File: config.mk
export PLATFORM = sky130hd
export DESIGN_NAME = mux_scan_ctrl_flat
export DESIGN_NICKNAME = d
export VERILOG_FILES = /design/src/rtl/mux_scan_pkg.sv /design/src/rtl/mux_scan_ctrl_if.sv /design/src/rtl/scan_settle_timer.sv /design/src/rtl/mux_scan_ctrl.sv /design/src/flat_wrapper.sv
export SDC_FILE = /design/constraint.sdc
export NUM_CORES = 1
export LEC_CHECK = 0
export BUFFER_PORTS_ARGS = -buffer_cell sky130_fd_sc_hd__buf_4
export CORE_MARGIN = 4
export CORE_UTILIZATION = 50
export CTS_CLUSTER_SIZE = 20
export DETAILED_ROUTE_END_ITERATION = 12
export MAX_ROUTING_LAYER = met4
export PLACE_DENSITY_LB_ADDON = 0.1
export SYNTH_ARGS = -nofsm -noshare
export SYNTH_HDL_FRONTEND = slang
export SYNTH_HIERARCHICAL = 1
export SYNTH_SLANG_ARGS = --single-unit
File: constraint.sdc
create_clock -name clk -period 2.17 [get_ports clk]
set_input_delay 0.1085 -clock clk [delete_from_list [all_inputs] [get_ports clk]]
set_output_delay 0.1085 -clock clk [all_outputs]
set_load 0.01 [all_outputs]
File: src/rtl/mux_scan_pkg.sv
// mux_scan_pkg: shared states and widths for the mux_4 scan sequencer
package mux_scan_pkg;
   typedef enum logic [1:0] {IDLE, SETTLE, SAMPLE, DONE} state_t;
   localparam int NUM_CH = 4;
   localparam int CH_W = 2;
   localparam int CNT_W = 4;
endpackage

File: src/rtl/mux_scan_ctrl_if.sv
// mux_scan_ctrl_if: control, status and mux-select bundle of the scan sequencer
interface mux_scan_ctrl_if;
   import mux_scan_pkg::*;
   logic start;
   logic cont_en;
   logic abort;
   logic y;
   logic c1;
   logic c2;
   logic busy;
   logic [NUM_CH-1:0] samples;
   logic scan_valid;
   modport master (
      output start, cont_en, abort, y,
      input c1, c2, busy, samples, scan_valid
   );
   modport slave (
      input start, cont_en, abort, y,
      output c1, c2, busy, samples, scan_valid
   );
endinterface

File: src/rtl/scan_settle_timer.sv
// scan_settle_timer: loadable countdown that stops at zero and flags it
module scan_settle_timer
   import mux_scan_pkg::*;
(
   input  logic             clk,
   input  logic             rst_n,
   input  logic             load_i,
   input  logic [CNT_W-1:0] load_val_i,
   input  logic             en_i,
   output logic             zero_o
);
   logic [CNT_W-1:0] cnt_q, cnt_d;
   always_comb cnt_d = load_i ? load_val_i : (en_i && cnt_q != '0) ? cnt_q - 1'b1 : cnt_q;
   always_ff @(posedge clk or negedge rst_n)
      if (!rst_n) cnt_q <= '0;
      else cnt_q <= cnt_d;
   assign zero_o = cnt_q == '0;
endmodule

File: src/rtl/mux_scan_ctrl.sv
// mux_scan_ctrl: walks mux_4 through channels 0..3, samples y after a settle
// time and publishes the four captured bits with a one-cycle valid
module mux_scan_ctrl
   import mux_scan_pkg::*;
#(
   parameter int SETTLE_CYC = 2
) (
   input logic            clk,
   input logic            rst_n,
   mux_scan_ctrl_if.slave bus
);
   if (SETTLE_CYC < 1 || SETTLE_CYC > 15) begin : g_bad_settle
      $error("mux_scan_ctrl: SETTLE_CYC=%0d outside 1..15", SETTLE_CYC);
   end
   localparam logic [CNT_W-1:0] RELOAD = CNT_W'(SETTLE_CYC - 1);
   localparam logic [CH_W-1:0] LAST_CH = CH_W'(NUM_CH - 1);
   state_t state_q, state_d;
   logic [CH_W-1:0] ch_q, ch_d, sel_q, sel_d;
   logic [NUM_CH-1:0] shadow_q, shadow_d, samples_q, samples_d;
   logic load, en, zero;
   scan_settle_timer u_timer (
      .clk       (clk),
      .rst_n     (rst_n),
      .load_i    (load),
      .load_val_i(RELOAD),
      .en_i      (en),
      .zero_o    (zero)
   );
   always_comb begin
      state_d = state_q;
      ch_d = ch_q;
      shadow_d = shadow_q;
      samples_d = samples_q;
      load = 1'b0;
      en = 1'b0;
      case (state_q)
         IDLE: if (bus.start && !bus.abort) begin
            state_d = SETTLE;
            ch_d = '0;
            load = 1'b1;
         end
         SETTLE: if (zero) state_d = SAMPLE;
         else en = 1'b1;
         SAMPLE: begin
            shadow_d[ch_q] = bus.y;
            if (ch_q == LAST_CH) begin
               state_d = DONE;
               samples_d = shadow_d;
            end else begin
               state_d = SETTLE;
               ch_d = ch_q + 1'b1;
               load = 1'b1;
            end
         end
         DONE: if (bus.cont_en) begin
            state_d = SETTLE;
            ch_d = '0;
            load = 1'b1;
         end else state_d = IDLE;
         default: state_d = IDLE;
      endcase
      // abort drops the scan in flight; a DONE already published stays published
      if (bus.abort && state_q != IDLE) begin
         state_d = IDLE;
         ch_d = '0;
         shadow_d = '0;
         samples_d = samples_q;
         load = 1'b0;
      end
      sel_d = (state_d == SETTLE || state_d == SAMPLE) ? ch_d : '0;
   end
   always_ff @(posedge clk or negedge rst_n)
      if (!rst_n) begin
         state_q <= IDLE;
         ch_q <= '0;
         sel_q <= '0;
         shadow_q <= '0;
         samples_q <= '0;
      end else begin
         state_q <= state_d;
         ch_q <= ch_d;
         sel_q <= sel_d;
         shadow_q <= shadow_d;
         samples_q <= samples_d;
      end
   assign bus.c1 = sel_q[1];
   assign bus.c2 = sel_q[0];
   assign bus.busy = state_q != IDLE;
   assign bus.scan_valid = state_q == DONE;
   assign bus.samples = samples_q;
endmodule

File: src/flat_wrapper.sv
// flat-port wrapper written by rule: the top's interface ports become plain ports
module mux_scan_ctrl_flat import mux_scan_pkg::*;
#(
   parameter int SETTLE_CYC = 2
)
  (clk, rst_n, bus_start, bus_cont_en, bus_abort, bus_y, bus_c1, bus_c2, bus_busy, bus_samples, bus_scan_valid);
  mux_scan_ctrl_if bus_i ();
  input logic clk;
  input logic rst_n;
  input wire logic [$bits(bus_i.start)-1:0] bus_start;
  input wire logic [$bits(bus_i.cont_en)-1:0] bus_cont_en;
  input wire logic [$bits(bus_i.abort)-1:0] bus_abort;
  input wire logic [$bits(bus_i.y)-1:0] bus_y;
  output wire logic [$bits(bus_i.c1)-1:0] bus_c1;
  output wire logic [$bits(bus_i.c2)-1:0] bus_c2;
  output wire logic [$bits(bus_i.busy)-1:0] bus_busy;
  output wire logic [$bits(bus_i.samples)-1:0] bus_samples;
  output wire logic [$bits(bus_i.scan_valid)-1:0] bus_scan_valid;
  assign bus_i.start = bus_start;
  assign bus_i.cont_en = bus_cont_en;
  assign bus_i.abort = bus_abort;
  assign bus_i.y = bus_y;
  assign bus_c1 = bus_i.c1;
  assign bus_c2 = bus_i.c2;
  assign bus_busy = bus_i.busy;
  assign bus_samples = bus_i.samples;
  assign bus_scan_valid = bus_i.scan_valid;
  mux_scan_ctrl #(.SETTLE_CYC(SETTLE_CYC)) u_core (.clk(clk), .rst_n(rst_n), .bus(bus_i));
endmodule
* After elaboration in Yosys (flattened, before gate mapping) *
Cells that the tools add are included.

word-level totals
  flip-flop bits (word level) = 18
  output and inout port bits = 8
  word-level logic and storage cells = 56

operators by class
  add/sub/neg operators = 2
  magnitude comparators = 2
  equality and inequality tests = 6
  muxes and demuxes = 26
  bitwise gates (word level) = 1
  reductions and logical operators = 13

operator list
  cell                                                                   number
  2-bit two-way mux                                                      9
  4-bit two-way mux                                                      4
  2-bit equality test, second input constant                             4
  1-bit two-way mux                                                      8
  2-bit one-hot mux with 4 select lines                                  1
  2-bit one-hot mux with 3 select lines                                  1
  2-bit nonzero test                                                     3
  4-bit bitwise mux                                                      1
  2-bit by 1-bit equality test with 1-bit output, second input constant  2
  1-bit logical AND                                                      4
  4-bit logical NOT                                                      1
  4-bit nonzero test                                                     1
  4-bit by 1-bit subtractor with 4-bit output, second input constant     1
  2-bit by 3-bit < comparator with 1-bit output, second input constant   1
  1-bit one-hot mux with 3 select lines                                  1
  3-bit AND reduction                                                    1
  2-bit by 1-bit adder with 2-bit output, second input constant          1
  1-bit demux with 2-bit select                                          1
  2-bit by 1-bit >= comparator with 1-bit output, second input constant  1
  2-bit logical NOT                                                      1
  1-bit logical NOT                                                      1
  1-bit logical OR                                                       1
  1-bit NOT                                                              1

* Logic depth before layout (Yosys ltp) *
Gate-level depths: netlist of the first run.

  depth in word-level cells = 8
  depth in mapped cells = 8

* Cells and area by module *
The synthesis of the first run kept the hierarchy.

modules (own cells, without submodules)
  module             times used  cells an instance  area an instance (sq um)  sequential area each (sq um)
  mux_scan_ctrl      1           73                 732.0                     325.3
  scan_settle_timer  1           27                 270.3                     100.1

* Least setup slack after synthesis of the first run *
No wires, ideal clock.

  path type = register to register
  from = register u_core.u_timer.cnt_q[0]
  to = register u_core.u_timer.cnt_q[1]
  arrival = 1.722 ns
  setup slack = 0.368 ns
  cell stages (with the launch flop) = 8
  path buffers = 0
  clock period less this slack = 1.802 ns
  cell sequence = dfrtp_1 inv_1 ha_1 nor3b_2 nor3_1 inv_1 or4_1 o211ai_2

on the way
  word-level cells in the longest chain between the ends = 5
  elaborated cells on any way between the ends = 9
  classes of those cells = add/sub: 1; mux: 4; reduce/logical: 4

ends and longest elaborated chain
  what                          RTL line                 RTL
  start: declaration            scan_settle_timer.sv:12  logic [CNT_W-1:0] cnt_q, cnt_d;
  start signal: assignment      scan_settle_timer.sv:16  else cnt_q <= cnt_d;
  4-bit logical NOT             scan_settle_timer.sv:17  assign zero_o = cnt_q == '0;
  named net u_core.zero         mux_scan_ctrl.sv:20      logic load, en, zero;
  1-bit two-way mux             mux_scan_ctrl.sv:42      SETTLE: if (zero) state_d = SAMPLE;
  1-bit two-way mux             mux_scan_ctrl.sv:36      case (state_q)
  named net u_core.en           mux_scan_ctrl.sv:20
  1-bit logical AND             scan_settle_timer.sv:13  always_comb cnt_d = load_i ? load_val_i : (en_i && cnt_q != '0) ? cnt_q - 1'b1 : cnt_q;
  2-bit nonzero test (no line)  --

The timed path passes the listed nets, and every way through them passes these cells. The select of a mux whose other input is x is not followed.
A chain may end at the register's enable or synchronous reset.

* Final worst setup path of the first run *
Ends and elaborated chain as after synthesis.

==> impl_table.tex, run 1 <==
\begin{tabular}{lr}
\hline
Metric & Value \\
\hline
\multicolumn{2}{l}{\textbf{Routing}} \\
Total vias in the final route & 801 \\
Remaining DRCs & 0 \\
Detailed router's first-iteration violation count & 18 \\
Post-detailed-route count of antenna-violating nets & 0 \\
Total iterations of the first detailed-routing run & 4 \\
Routed WL per cell & 13.9 µm \\
Routed vias/inst & 5.68 \\
Final wirelength & 1970 µm \\
\multicolumn{2}{l}{\textbf{Placed design}} \\
Placed wire-length estimate after detailed placement & 1510 µm \\
Count of input and output buffers & 13 \\
Post-placement cell area & 1110 µm² \\
Gpl congestion & 0.884 \\
\multicolumn{2}{l}{\textbf{Yosys}} \\
Flip-flop cell with the highest count after synthesis & sky130\_fd\_sc\_hd\_\_dfrtp\_1 \\
Average size of a mapped cell & 10.0 µm² \\
Cells taking the most area after synthesis & sky130\_fd\_sc\_hd\_\_dfrtp\_1 (42\%), sky130\_fd\_sc\_hd\_\_mux2\_1 (3.4\%), sky130\_fd\_sc\_hd\_\_nand2\_1 (2.6\%), sky130\_fd\_sc\_hd\_\_nor3\_1 (2.5\%), sky130\_fd\_sc\_hd\_\_nor3b\_2 (2.5\%) \\
Yosys top cell area share & 42.4\% \\
Fraction of registers with async set or reset after synthesis & 100\% \\
Library cell occupying the most area in the post-synthesis netlist & sky130\_fd\_sc\_hd\_\_dfrtp\_1 \\
Register bit total from synthesis & 17 \\
Adder-cell area share of the yosys netlist & 1.25\% \\
Number of enable flip-flop cells after synthesis & 0 \\
Cell count after synthesis & 100 \\
Post-synthesis instance area & 1000 µm² \\
Fraction of synthesized cell area in xor and xnor cells & 0\% \\
Number of synthesis warnings & 6 \\
Simple-gate share of the synthesized area & 24.5\% \\
Portion of netlist area occupied by mux cells & 4.37\% \\
Portion of the post-synthesis area used by sequential elements & 42.4\% \\
Compound-Gate Fraction of Synth Area & 18.5\% \\
Main combinational cell family by area after synthesis & simple AND/OR/NAND/NOR gates \\
Yosys cell types & 44 \\
\multicolumn{2}{l}{\textbf{Power and ir drop}} \\
Maximum resistive drop on vdd & 0.694 mV \\
Leak Pwr & 0.529 nW \\
P per Cell Area & 904 nW/µm² \\
Pwr Total & 1.04 mW \\
\multicolumn{2}{l}{\textbf{Timing}} \\
Setup Skew & 0.0108 ns \\
Setup TNS & 0 ns \\
Portion of the clock cycle consumed by the worst path in the final layout & 91.8\% \\
Number of slew-limit violations in the final report & 0 \\
Minimum period implied by the final worst setup slack & 1.99 ns \\
Fmax achieved & 502 MHz \\
Hold Fails Final Rpt & 0 \\
Unrepaired setup endpoints after global routing & false \\
Final setup violation count & 0 \\
\multicolumn{2}{l}{\textbf{Clocking}} \\
Depth of the CTS H-tree & 1 \\
Num CTS Buffers & 3 \\
Latest clock arrival within the worst-skew pair & 0.29 ns \\
Max Root-Sink Buffers & 2 \\
Buffer cell driving the clock tree root & sky130\_fd\_sc\_hd\_\_clkbuf\_4 \\
Count of buffers added by post-CTS timing repair for setup & 0 \\
CTS sink cnt & 17 \\
CTS tree & yes \\
Clock-pin slew on the worst setup and hold paths & 0.10 ns \\
\multicolumn{2}{l}{\textbf{Setup path}} \\
Type of the worst setup path & flip-flop to flip-flop \\
Crit Path Max Fanout & 7 \\
Crit-path cells & inv\_1 -> ha\_1 -> nor3b\_2 -> nor3\_1 -> inv\_1 -> or4\_1 -> o211ai\_2 \\
Slowest stage cell on the critical path & sky130\_fd\_sc\_hd\_\_or4\_1 \\
Most used cell along the critical path & sky130\_fd\_sc\_hd\_\_inv\_1 \\
Crit. End Element & flip-flop \\
Biggest cell delay along the critical path & 0.50 ns \\
Sort of element at the start of the critical path & flip-flop \\
Required time at the endpoint of the critical path & 2.39 ns \\
Data arrival at the endpoint of the critical path & 2.22 ns \\
\multicolumn{2}{l}{\textbf{Finish}} \\
Synth-to-Final Area Change & 14.2\% \\
Number of fillers in the final layout & 160 \\
Most common cell after layout, fill and taps aside & sky130\_fd\_sc\_hd\_\_dfrtp\_1 \\
Sequential cell area & 425 µm² \\
Post-Layout Inst Area & 1140 µm² \\
N\_diodes & 0 \\
Commonest cells after routing, fill and taps aside & sky130\_fd\_sc\_hd\_\_dfrtp\_1 (17), sky130\_fd\_sc\_hd\_\_buf\_4 (15), sky130\_fd\_sc\_hd\_\_nand2\_1 (7) \\
Final \#Nets & 124 \\
Fraction of layout instances using a drive strength above 1 & 25.9\% \\
Multi-input gate area in the final layout & 502 µm² \\
\multicolumn{2}{l}{\textbf{Floorplan}} \\
Die area & 2780 µm² \\
Std cell rows & 15 \\
Initial cell density of the core & 55.1\% \\
Boundary Pins & 14 \\
Die Wd & 52.8 µm \\
Core Region & 1820 µm² \\
Die Y & 52.8 µm \\
\multicolumn{2}{l}{\textbf{GRT}} \\
Number of antenna violations at the first check in global routing & 0 \\
Global-route wire length before repair & 3550 µm \\
Grt ovf & 0 \\
Via count of the first global-routing pass & 819 \\
Largest net degree at the start of global routing & 18 \\
All-layer global routing usage & 18.1\% \\
\multicolumn{2}{l}{\textbf{Outcome}} \\
Status & finished, final reports clean \\
\multicolumn{2}{l}{\textbf{Flow run}} \\
Max-cap violations & 0 \\
\multicolumn{2}{l}{\textbf{Min path}} \\
Worst hold-check path type & primary input to flip-flop \\
\hline
\end{tabular}
logic make-up after synthesis:
kind of cell	count (synthesis)
multiplexers	4
flip-flops	17
adder cells (fa/ha/maj)	1
buffers and inverters	16
other	2
AND/OR/NAND/NOR	35
AO/OA/AOI/OAI	25
worst max-delay path: cells and delay by family, from the launching register on:
kind / cells / cell delay, ns
adders and majority gates: 1 / 0.23
buffers and inverters: 2 / 0.20
AOI/OAI and AO/OA: 1 / 0.08
and+or+nand+nor: 3 / 1.00
DFF: 1 / 0.41
worst paths after layout:
path | startpoint | end | slack [ns] | cells past startpoint
worst max-delay path | u_core/u_timer/cnt_q[0] | u_core/u_timer/cnt_q[1] | 0.18 | 7
min in group asynchronous | rst_n | u_core/u_timer/cnt_q[3] | 0.21 | 2
worst max register to register | u_core/u_timer/cnt_q[0] | u_core/u_timer/cnt_q[1] | 0.18 | 7
worst min-delay path | bus_y | u_core/bus.samples[3] | 0.07 | 2
max in group asynchronous | rst_n | u_core/ch_q[1] | 1.76 | 2
worst min register to register | u_core/bus.samples[3] | u_core/bus.samples[3] | 0.50 | 1
through the flow:
stage          std cells  setup WS, ns  util (%)  hold WS (ns)
2_1_floorplan        102         0.368         -        -0.187
3_3_place_gp         136         0.298      60.9       -0.0158
3_5_place_dp         136         0.167      60.9       -0.0175
4_1_cts              141         0.162      62.9        0.0612
5_1_grt              141        0.0571      62.9        0.0579
6_report             141         0.177      62.9        0.0688
power by group:
part / internal, mW / total (mW) / switching (mW)
clock network: 0.0715 / 0.166 / 0.0948
logic: 0.178 / 0.370 / 0.192
registers: 0.400 / 0.499 / 0.0991
cell type report:
type	instances	share of cell area, %
Clock buffer	4	2.30
Inverter	10	3.28
Multi-Input combinational cell	69	43.8
Sequential cell	17	37.2
Tap cell	25	2.73
Timing Repair Buffer	16	10.7
sequential cells by signal, summed over array words and instances, names as in the netlist:
| name | cells |
|---|---|
| u_core/sel_q | 2 |
| u_core/shadow_q | 3 |
| u_core/ch_q | 2 |
| u_core/u_timer/cnt_q | 4 |
| u_core/bus.samples | 4 |
| u_core/state_q | 2 |
synth_stat cells, types with 2 or more instances:
cell	n
sky130_fd_sc_hd__a21oi_1	4
sky130_fd_sc_hd__a31oi_1	2
sky130_fd_sc_hd__and4_1	2
sky130_fd_sc_hd__buf_2	3
sky130_fd_sc_hd__buf_6	2
sky130_fd_sc_hd__conb_1	2
sky130_fd_sc_hd__dfrtp_1	17
sky130_fd_sc_hd__inv_1	6
sky130_fd_sc_hd__inv_2	4
sky130_fd_sc_hd__mux2_1	3
sky130_fd_sc_hd__nand2_1	7
sky130_fd_sc_hd__nand2b_1	2
sky130_fd_sc_hd__nor2_1	4
sky130_fd_sc_hd__nor3_1	5
sky130_fd_sc_hd__nor3b_1	2
sky130_fd_sc_hd__nor3b_2	2
sky130_fd_sc_hd__o21ai_0	3
sky130_fd_sc_hd__o21ai_1	3
sky130_fd_sc_hd__o31a_1	2
layer usage:
layer | part of all wire (%) | global-route usage (%) | routed length (µm) | up-vias
li1 | - | - | - | 392
met1 | 49 | 22.5 | 961 | 388
met2 | 45 | 28.7 | 891 | 17
met3 | 4.5 | 5.13 | 88 | 4
met4 | 1.2 | 5.11 | 23 | 0
met5 | 0 | - | 0 | -
what timing repair did:
item / in CTS / in global routing
endpoints found under the hold margin: 17 / 0
hold buffers: 1 / 0
setup endpoints to repair: 0 / 0
gates resized for setup: 0 / 0
(Power assumes the default switching activity.)
==> inputs of run 2 (changes only) <==
Settings changed: ABC_AREA set to 1.
Clock period 2.17 ns to 2.39 ns, I/O delays scaled along.
==> run 2 against run 1 <==
Compared with the run above:
- sequential share of layout area fell by 0.76 points
- register-to-register slack improved by 0.71 ns
- wire length rose by 2.7%
- global-route usage decreased by 0.83 points
- combinational power shrank 5.4%
- core utilization fell by 0.45 points
- count of clock-buffer cells in the layout is the same
- clock skew grew 0.0029 ns
- highest routed layer unchanged
==> impl_table.tex, run 2 <==
\begin{tabular}{lr}
\hline
Metric & Value \\
\hline
\multicolumn{2}{l}{\textbf{Outcome}} \\
Status & finished, final reports clean \\
\multicolumn{2}{l}{\textbf{Yosys}} \\
Count leader, synth & sky130\_fd\_sc\_hd\_\_nand2\_1 \\
Register bit total from synthesis & 18 (+1) \\
Yosys cell types & 21 (-52\%) \\
Compound-Gate Fraction of Synth Area & 9.99\% (-8.5 points) \\
Simple-gate share of the synthesized area & 34.2\% (+9.8 points) \\
Fraction of registers with async set or reset after synthesis & 100\% (unchanged) \\
Cells taking the most area after synthesis & sky130\_fd\_sc\_hd\_\_dfrtp\_1 (43\%), sky130\_fd\_sc\_hd\_\_nand2\_1 (16\%), sky130\_fd\_sc\_hd\_\_inv\_1 (8.9\%), sky130\_fd\_sc\_hd\_\_nor2\_1 (4.3\%), sky130\_fd\_sc\_hd\_\_nand2\_2 (4.2\%) \\
Yosys top cell area share & 42.8\% (+0.36 points) \\
Average size of a mapped cell & 7.02 µm² (-30\%) \\
Fraction of synthesized cell area in xor and xnor cells & 0\% (unchanged) \\
Number of synthesis warnings & 6 (unchanged) \\
Portion of netlist area occupied by mux cells & 0\% (-4.4 points) \\
Adder-cell area share of the yosys netlist & 1.19\% (-0.059 points) \\
Commonest cells in the netlist & sky130\_fd\_sc\_hd\_\_nand2\_1 (46), sky130\_fd\_sc\_hd\_\_inv\_1 (25), sky130\_fd\_sc\_hd\_\_dfrtp\_1 (18) \\
Cell count after synthesis & 150 (+50\%) \\
Portion of the post-synthesis area used by sequential elements & 42.8\% (+0.36 points) \\
Main combinational cell family by area after synthesis & simple AND/OR/NAND/NOR gates \\
Flip-flop cell with the highest count after synthesis & sky130\_fd\_sc\_hd\_\_dfrtp\_1 \\
Number of enable flip-flop cells after synthesis & 0 (unchanged) \\
Post-synthesis instance area & 1050 µm² (+5.0\%) \\
Library cell occupying the most area in the post-synthesis netlist & sky130\_fd\_sc\_hd\_\_dfrtp\_1 \\
\multicolumn{2}{l}{\textbf{Power and ir drop}} \\
Internal power & 0.575 mW (-11\%) \\
Proportion of power drawn by the clock network & 19.7\% (+3.6 points) \\
Net switching component of the power & 0.351 mW (-9.0\%) \\
P per Cell Area & 749 nW/µm² (-17\%) \\
Switching Share & 37.9\% (+0.64 points) \\
Maximum resistive drop on vdd & 0.360 mV (-48\%) \\
Leak Pwr & 0.726 nW (+37\%) \\
Combinational power share & 37.8\% (+2.0 points) \\
Part of the power in registers & 42.5\% (-5.7 points) \\
\multicolumn{2}{l}{\textbf{Finish}} \\
Final \#Nets & 178 (+44\%) \\
Most common cell after layout, fill and taps aside & sky130\_fd\_sc\_hd\_\_nand2\_1 \\
Fraction of layout instances using a drive strength above 1 & 21.2\% (-4.7 points) \\
Commonest cells after routing, fill and taps aside & sky130\_fd\_sc\_hd\_\_nand2\_1 (46), sky130\_fd\_sc\_hd\_\_inv\_1 (25), sky130\_fd\_sc\_hd\_\_dfrtp\_1 (18) \\
Synth-to-Final Area Change & 17.6\% \\
N\_diodes & 0 (unchanged) \\
Post-Layout Inst Area & 1240 µm² (+8.1\%) \\
\multicolumn{2}{l}{\textbf{Setup path}} \\
Type of the worst setup path & flip-flop to flip-flop \\
Required time at the endpoint of the critical path & 2.57 ns (+0.18 ns) \\
Sort of element at the start of the critical path & flip-flop \\
Crit. End Element & flip-flop \\
Crit Path Max Fanout & 3 (-4) \\
Data arrival at the endpoint of the critical path & 1.68 ns (-0.54 ns) \\
\multicolumn{2}{l}{\textbf{GRT}} \\
Grt ovf & 0 (unchanged) \\
Via count of the first global-routing pass & 876 (+7.0\%) \\
Global-route wire length before repair & 3540 µm (-0.39\%) \\
GRT met1 Usage & 20.6\% (-2.0 points) \\
All-layer global routing usage & 17.3\% (-0.83 points) \\
M2 GR Usage & 29.4\% (+0.72 points) \\
Number of antenna violations at the first check in global routing & 0 (unchanged) \\
Met3 track demand over resource in global routing & 3.32\% (-1.8 points) \\
Largest net degree at the start of global routing & 19 (+1) \\
Peak-usage layer in the global routing report & met2 \\
\multicolumn{2}{l}{\textbf{Routing}} \\
Post-detailed-route count of antenna-violating nets & 0 (unchanged) \\
Total vias in the final route & 932 (+16\%) \\
Routed vias/inst & 4.73 (-17\%) \\
Total iterations of the first detailed-routing run & 4 (unchanged) \\
Routed WL per cell & 10.2 µm (-26\%) \\
Detailed router's first-iteration violation count & 31 (+13) \\
Final wirelength & 2020 µm (+2.7\%) \\
Remaining DRCs & 0 (unchanged) \\
\multicolumn{2}{l}{\textbf{Timing}} \\
Setup Skew & 0.0137 ns (+0.00288 ns) \\
Final setup violation count & 0 (unchanged) \\
Number of slew-limit violations in the final report & 0 (unchanged) \\
Unrepaired setup endpoints after global routing & false \\
Hold Fails Final Rpt & 0 (unchanged) \\
Fmax achieved & 665 MHz (+33\%) \\
Minimum period implied by the final worst setup slack & 1.50 ns (-0.490 ns) \\
Setup TNS & 0 ns (unchanged) \\
Portion of the clock cycle consumed by the worst path in the final layout & 62.9\% (-29 points) \\
\multicolumn{2}{l}{\textbf{Clocking}} \\
Depth of the CTS H-tree & 1 (unchanged) \\
Count of buffers added by post-CTS timing repair for setup & 0 (unchanged) \\
Total of cells resized after clock tree synthesis & 0 (unchanged) \\
Num CTS Buffers & 3 (unchanged) \\
Max Root-Sink Buffers & 2 (unchanged) \\
Clock-pin slew on the worst setup and hold paths & 0.11 ns (about the same) \\
Buffer cell driving the clock tree root & sky130\_fd\_sc\_hd\_\_clkbuf\_4 \\
CTS sink cnt & 18 (+1) \\
Hold buffer count at cts & 1 (unchanged) \\
Latest clock arrival within the worst-skew pair & 0.29 ns (about the same) \\
CTS tree & yes \\
\multicolumn{2}{l}{\textbf{Floorplan}} \\
Boundary Pins & 14 (unchanged) \\
Initial cell density of the core & 53.1\% (-2.0 points) \\
Std cell rows & 16 (+1) \\
Die Wd & 53.9 µm (+2.1\%) \\
Core Region & 1980 µm² (+8.9\%) \\
Die Y & 53.9 µm (+2.1\%) \\
Die area & 2900 µm² (+4.2\%) \\
\multicolumn{2}{l}{\textbf{Flow run}} \\
Max-cap violations & 0 (unchanged) \\
\multicolumn{2}{l}{\textbf{Placed design}} \\
Gpl congestion & 0.920 (+4.2\%) \\
Post-placement cell area & 1190 µm² (+7.4\%) \\
Count of input and output buffers & 13 (unchanged) \\
Placed wire-length estimate after detailed placement & 1600 µm (+5.9\%) \\
\multicolumn{2}{l}{\textbf{Min path}} \\
Worst hold-check path type & primary input to flip-flop \\
\hline
\end{tabular}
## run 2: cell type report
type / instances / area [µm²]
Timing Repair Buffer: 14 / 108
Sequential cell: 18 / 450
Fill cell: 200 / 744
Clock buffer: 4 / 36.3
Multi-Input combinational cell: 103 / 493
Inverter: 31 / 116
Tap cell: 27 / 33.8
## run 2: through the flow
step | setup WS [ns] | power [mW] | utilization, % | hold slack, ns | std cells
after global placement | 0.926 | 0.746 | 60.1 | -0.00274 | 192
after CTS | 0.878 | 0.940 | 62.4 | 0.125 | 197
final | 0.887 | 0.926 | 62.4 | 0.137 | 197
after detailed placement | 0.894 | 0.750 | 60.1 | 0.000796 | 192
after global routing | 0.688 | 1.02 | 62.4 | 0.138 | 197
after floorplan | 0.973 | 0.668 | - | -0.176 | 152
## run 2: routing by layer
layer | up-vias | wire length [µm]
met3 | 2 | 76
li1 | 492 | -
met2 | 18 | 983
met4 | 0 | 14
met1 | 420 | 943
met5 | - | 0
## run 2: cells by family (layout without fill, tap and decap cells)
group	Yosys count	in the layout
buffers and inverters	31	49
and+or+nand+nor	79	79
adders and majority gates	1	1
other	2	4
DFF	18	18
AOI/OAI and AO/OA	19	19
## run 2: worst paths after layout
| path | start | endpoint | slack, ns | cells after the start |
|---|---|---|---|---|
| min in group asynchronous | rst_n | u_core/ch_q[0] | 0.22 | 2 |
| max reg2reg | u_core/u_timer/cnt_q[0] | u_core/sel_q[1] | 0.89 | 11 |
| min | bus_abort | u_core/state_q[1] | 0.14 | 4 |
| min reg2reg | u_core/bus.samples[1] | u_core/bus.samples[1] | 0.50 | 2 |
| max in group asynchronous | rst_n | u_core/ch_q[1] | 1.96 | 2 |
| max | u_core/u_timer/cnt_q[0] | u_core/sel_q[1] | 0.89 | 11 |
## run 2: critical path, cell delays in order, from the launching register on
cell and delay (ns):
sky130_fd_sc_hd__dfrtp_1 0.42, sky130_fd_sc_hd__inv_1 0.11, sky130_fd_sc_hd__ha_1 0.22, sky130_fd_sc_hd__nand2_2 0.10, sky130_fd_sc_hd__inv_1 0.08, sky130_fd_sc_hd__nand3_1 0.10
sky130_fd_sc_hd__nand2_1 0.08, sky130_fd_sc_hd__inv_1 0.04, sky130_fd_sc_hd__nand2_1 0.08, sky130_fd_sc_hd__nand2_2 0.06, sky130_fd_sc_hd__nand2_2 0.07, sky130_fd_sc_hd__nor2_1 0.05
## run 2: power groups by stage
stage	Sequential (mW)	Combinational, mW	Clock (mW)
after floorplan	0.389	0.279	0
after global placement	0.399	0.347	0
after detailed placement	0.400	0.350	0
after CTS	0.395	0.352	0.192
after global routing	0.400	0.410	0.207
final	0.394	0.350	0.182
==> inputs of run 3 (changes only) <==
Clock period 2.39 ns to 1.4 ns, I/O delays scaled along.
==> run 3 against run 2 <==
Compared with the run above:
- total power grew 100%
- largest power group is now combinational cells
- the run now ends with negative setup slack left
- non-clock buffer count rose by 20
- global-route usage up 2.7 points
- cell area increased by 15%
- flip-flop and latch count stayed put
- sequential share of layout area fell by 4.6 points
- core utilization increased by 9.3 points
==> impl_table.tex, run 3 (synthesized netlist as in run 2, its figures left out) <==
\begin{tabular}{lr}
\hline
Metric & Value \\
\hline
\multicolumn{2}{l}{\textbf{Power and ir drop}} \\
Maximum resistive drop on vdd & 0.858 mV (+140\%) \\
Leak Pwr & 0.821 nW (+13\%) \\
Pwr Total & 1.90 mW (+100\%) \\
P per Cell Area & 1330 nW/µm² (+78\%) \\
\multicolumn{2}{l}{\textbf{Placed design}} \\
Total placed cells including tap cells & 207 (+7.8\%) \\
Placed wire-length estimate after detailed placement & 1810 µm (+13\%) \\
Post-placement cell area & 1300 µm² (+9.5\%) \\
Gpl congestion & 0.862 (-6.3\%) \\
Count of input and output buffers & 13 (unchanged) \\
\multicolumn{2}{l}{\textbf{Routing}} \\
Detailed router's first-iteration violation count & 19 (-39\%) \\
Remaining DRCs & 0 (unchanged) \\
Met2 Routed Length & 1410 µm (+44\%) \\
Routed WL per cell & 11.9 µm (+16\%) \\
WL met3 & 71 µm (-6.6\%) \\
Top Metal Used & met3 \\
Post-detailed-route count of antenna-violating nets & 0 (unchanged) \\
Met1 WL & 1100 µm (+17\%) \\
Total vias in the final route & 1,043 (+12\%) \\
Routed vias/inst & 4.81 (+1.6\%) \\
Total iterations of the first detailed-routing run & 4 (unchanged) \\
Final wirelength & 2590 µm (+28\%) \\
\multicolumn{2}{l}{\textbf{Finish}} \\
Synth-to-Final Area Change & 35.2\% \\
Fraction of layout instances using a drive strength above 1 & 35.8\% (+15 points) \\
N\_diodes & 0 (unchanged) \\
Final Non-Filler Cells & 217 (+10\%) \\
Final \#Nets & 198 (+11\%) \\
Commonest cells after routing, fill and taps aside & sky130\_fd\_sc\_hd\_\_nand2\_1 (45), sky130\_fd\_sc\_hd\_\_buf\_4 (33), sky130\_fd\_sc\_hd\_\_inv\_1 (20) \\
Most common cell after layout, fill and taps aside & sky130\_fd\_sc\_hd\_\_nand2\_1 \\
Post-Layout Inst Area & 1420 µm² (+15\%) \\
\multicolumn{2}{l}{\textbf{Setup path}} \\
Type of the worst setup path & flip-flop to flip-flop \\
Sort of element at the start of the critical path & flip-flop \\
Number of cell instances on the worst register-to-register path & 10 (-1) \\
Crit. End Element & flip-flop \\
Crit Path Max Fanout & 6 (+3) \\
Data arrival at the endpoint of the critical path & 1.64 ns (-0.04 ns) \\
Required time at the endpoint of the critical path & 1.58 ns (-0.99 ns) \\
\multicolumn{2}{l}{\textbf{Clocking}} \\
Clock-pin slew on the worst setup and hold paths & 0.11 ns (about the same) \\
Max Root-Sink Buffers & 2 (unchanged) \\
Buffer cell driving the clock tree root & sky130\_fd\_sc\_hd\_\_clkbuf\_4 \\
Num CTS Buffers & 3 (unchanged) \\
Depth of the CTS H-tree & 1 (unchanged) \\
CTS tree & yes \\
CTS sink cnt & 18 (unchanged) \\
Latest clock arrival within the worst-skew pair & 0.29 ns (about the same) \\
\multicolumn{2}{l}{\textbf{GRT}} \\
Grt ovf & 0 (unchanged) \\
Via count of the first global-routing pass & 961 (+9.7\%) \\
Global-route wire length before repair & 4110 µm (+16\%) \\
Number of antenna violations at the first check in global routing & 0 (unchanged) \\
Largest net degree at the start of global routing & 19 (unchanged) \\
All-layer global routing usage & 20.0\% (+2.7 points) \\
\multicolumn{2}{l}{\textbf{Outcome}} \\
Violations in the final reports & negative setup slack \\
Status & finished with violations \\
\multicolumn{2}{l}{\textbf{Timing}} \\
Setup TNS & -0.143 ns (-0.143 ns) \\
Fmax achieved & 688 MHz (+3.3\%) \\
Setup Skew & 0.0107 ns (-0.00294 ns) \\
Unrepaired setup endpoints after global routing & true \\
Number of slew-limit violations in the final report & 0 (unchanged) \\
Final setup violation count & 4 (+4) \\
Portion of the clock cycle consumed by the worst path in the final layout & 104\% (+41 points) \\
Worst-case setup margin in the final layout & -0.0543 ns (-0.941 ns) \\
Minimum period implied by the final worst setup slack & 1.45 ns (-0.0486 ns) \\
Hold Fails Final Rpt & 0 (unchanged) \\
\multicolumn{2}{l}{\textbf{Floorplan}} \\
Initial cell density of the core & 53.1\% (unchanged) \\
Std cell rows & 16 (unchanged) \\
Die Wd & 53.9 µm (unchanged) \\
Core Region & 1980 µm² (unchanged) \\
Die area & 2900 µm² (unchanged) \\
Boundary Pins & 14 (unchanged) \\
Die Y & 53.9 µm (unchanged) \\
\multicolumn{2}{l}{\textbf{Min path}} \\
Worst hold-check path type & primary input to flip-flop \\
Hold-critical path depth & 3 (-1) \\
\multicolumn{2}{l}{\textbf{Flow run}} \\
Max-cap violations & 0 (unchanged) \\
\hline
\end{tabular}
## run 3: cell count changes in the layout (fill, tap and decap cells not counted), sizes merged
cell / delta
buf: +20
## run 3: metal layers
| layer | track usage [%] | vias to the layer above |
|---|---|---|
| met2 | 35.5 | 20 |
| met3 | 3.32 | 0 |
| met1 | 24.0 | 490 |
| met5 | - | - |
| li1 | - | 533 |
| met4 | 2.98 | 0 |
## run 3: layout make-up
type	instances	area, µm²
Multi-Input combinational cell	103	523
Clock buffer	4	36.3
Tap cell	27	33.8
Fill cell	163	559
Inverter	31	119
Timing Repair Buffer	34	258
Sequential cell	18	453
## run 3: path summary, 6_finish.rpt
path / slack [ns] / from / endpoint
worst max-delay path: -0.05 / u_core/state_q[0] / u_core/u_timer/cnt_q[2]
worst min-delay path: 0.09 / bus_y / u_core/shadow_q[3]
worst max register to register: -0.05 / u_core/state_q[0] / u_core/u_timer/cnt_q[2]
worst min register to register: 0.51 / u_core/bus.samples[0] / u_core/bus.samples[0]
max in group asynchronous: 1.03 / rst_n / u_core/state_q[1]
min in group asynchronous: 0.16 / rst_n / u_core/shadow_q[2]
## run 3: what timing repair did
| action | CTS | global route |
|---|---|---|
| endpoints found under the hold margin | 18 | 0 |
| hold buffers | 1 | 0 |
| endpoints found under the setup margin | 2 | 7 |
| pin swaps | 0 | 4 |
| gates resized for setup | 1 | 13 |
| buffers inserted | 2 | 3 |
## run 3: critical path, stage by stage, from the launching register on
cell and delay [ns]:
sky130_fd_sc_hd__dfrtp_2 0.48, sky130_fd_sc_hd__nand2_2 0.10, sky130_fd_sc_hd__inv_1 0.07, sky130_fd_sc_hd__nand2_1 0.09, sky130_fd_sc_hd__o21ai_2 0.07, sky130_fd_sc_hd__o21ai_2 0.15, sky130_fd_sc_hd__inv_2 0.09, sky130_fd_sc_hd__inv_4 0.09
sky130_fd_sc_hd__nand2_2 0.08, sky130_fd_sc_hd__nand2_1 0.08, sky130_fd_sc_hd__nand2_1 0.05
## run 3: through the flow
stage / hold WS [ns] / worst slack, ns / util (%)
2_1_floorplan: -0.226 / 0.0470 / -
3_3_place_gp: -0.0537 / 0.0379 / 65.8
3_5_place_dp: -0.0508 / 0.0144 / 65.8
4_1_cts: 0.0771 / 0.00242 / 69.0
5_1_grt: 0.109 / -0.199 / 71.8
6_report: 0.0900 / -0.0543 / 71.8
## run 3: where the power goes
| part | switching [mW] | leakage, nW | internal (mW) |
|---|---|---|---|
| combinational | 0.501 | 0.560 | 0.413 |
| clock | 0.163 | 0.0210 | 0.158 |
| sequential | 0.0672 | 0.241 | 0.596 |
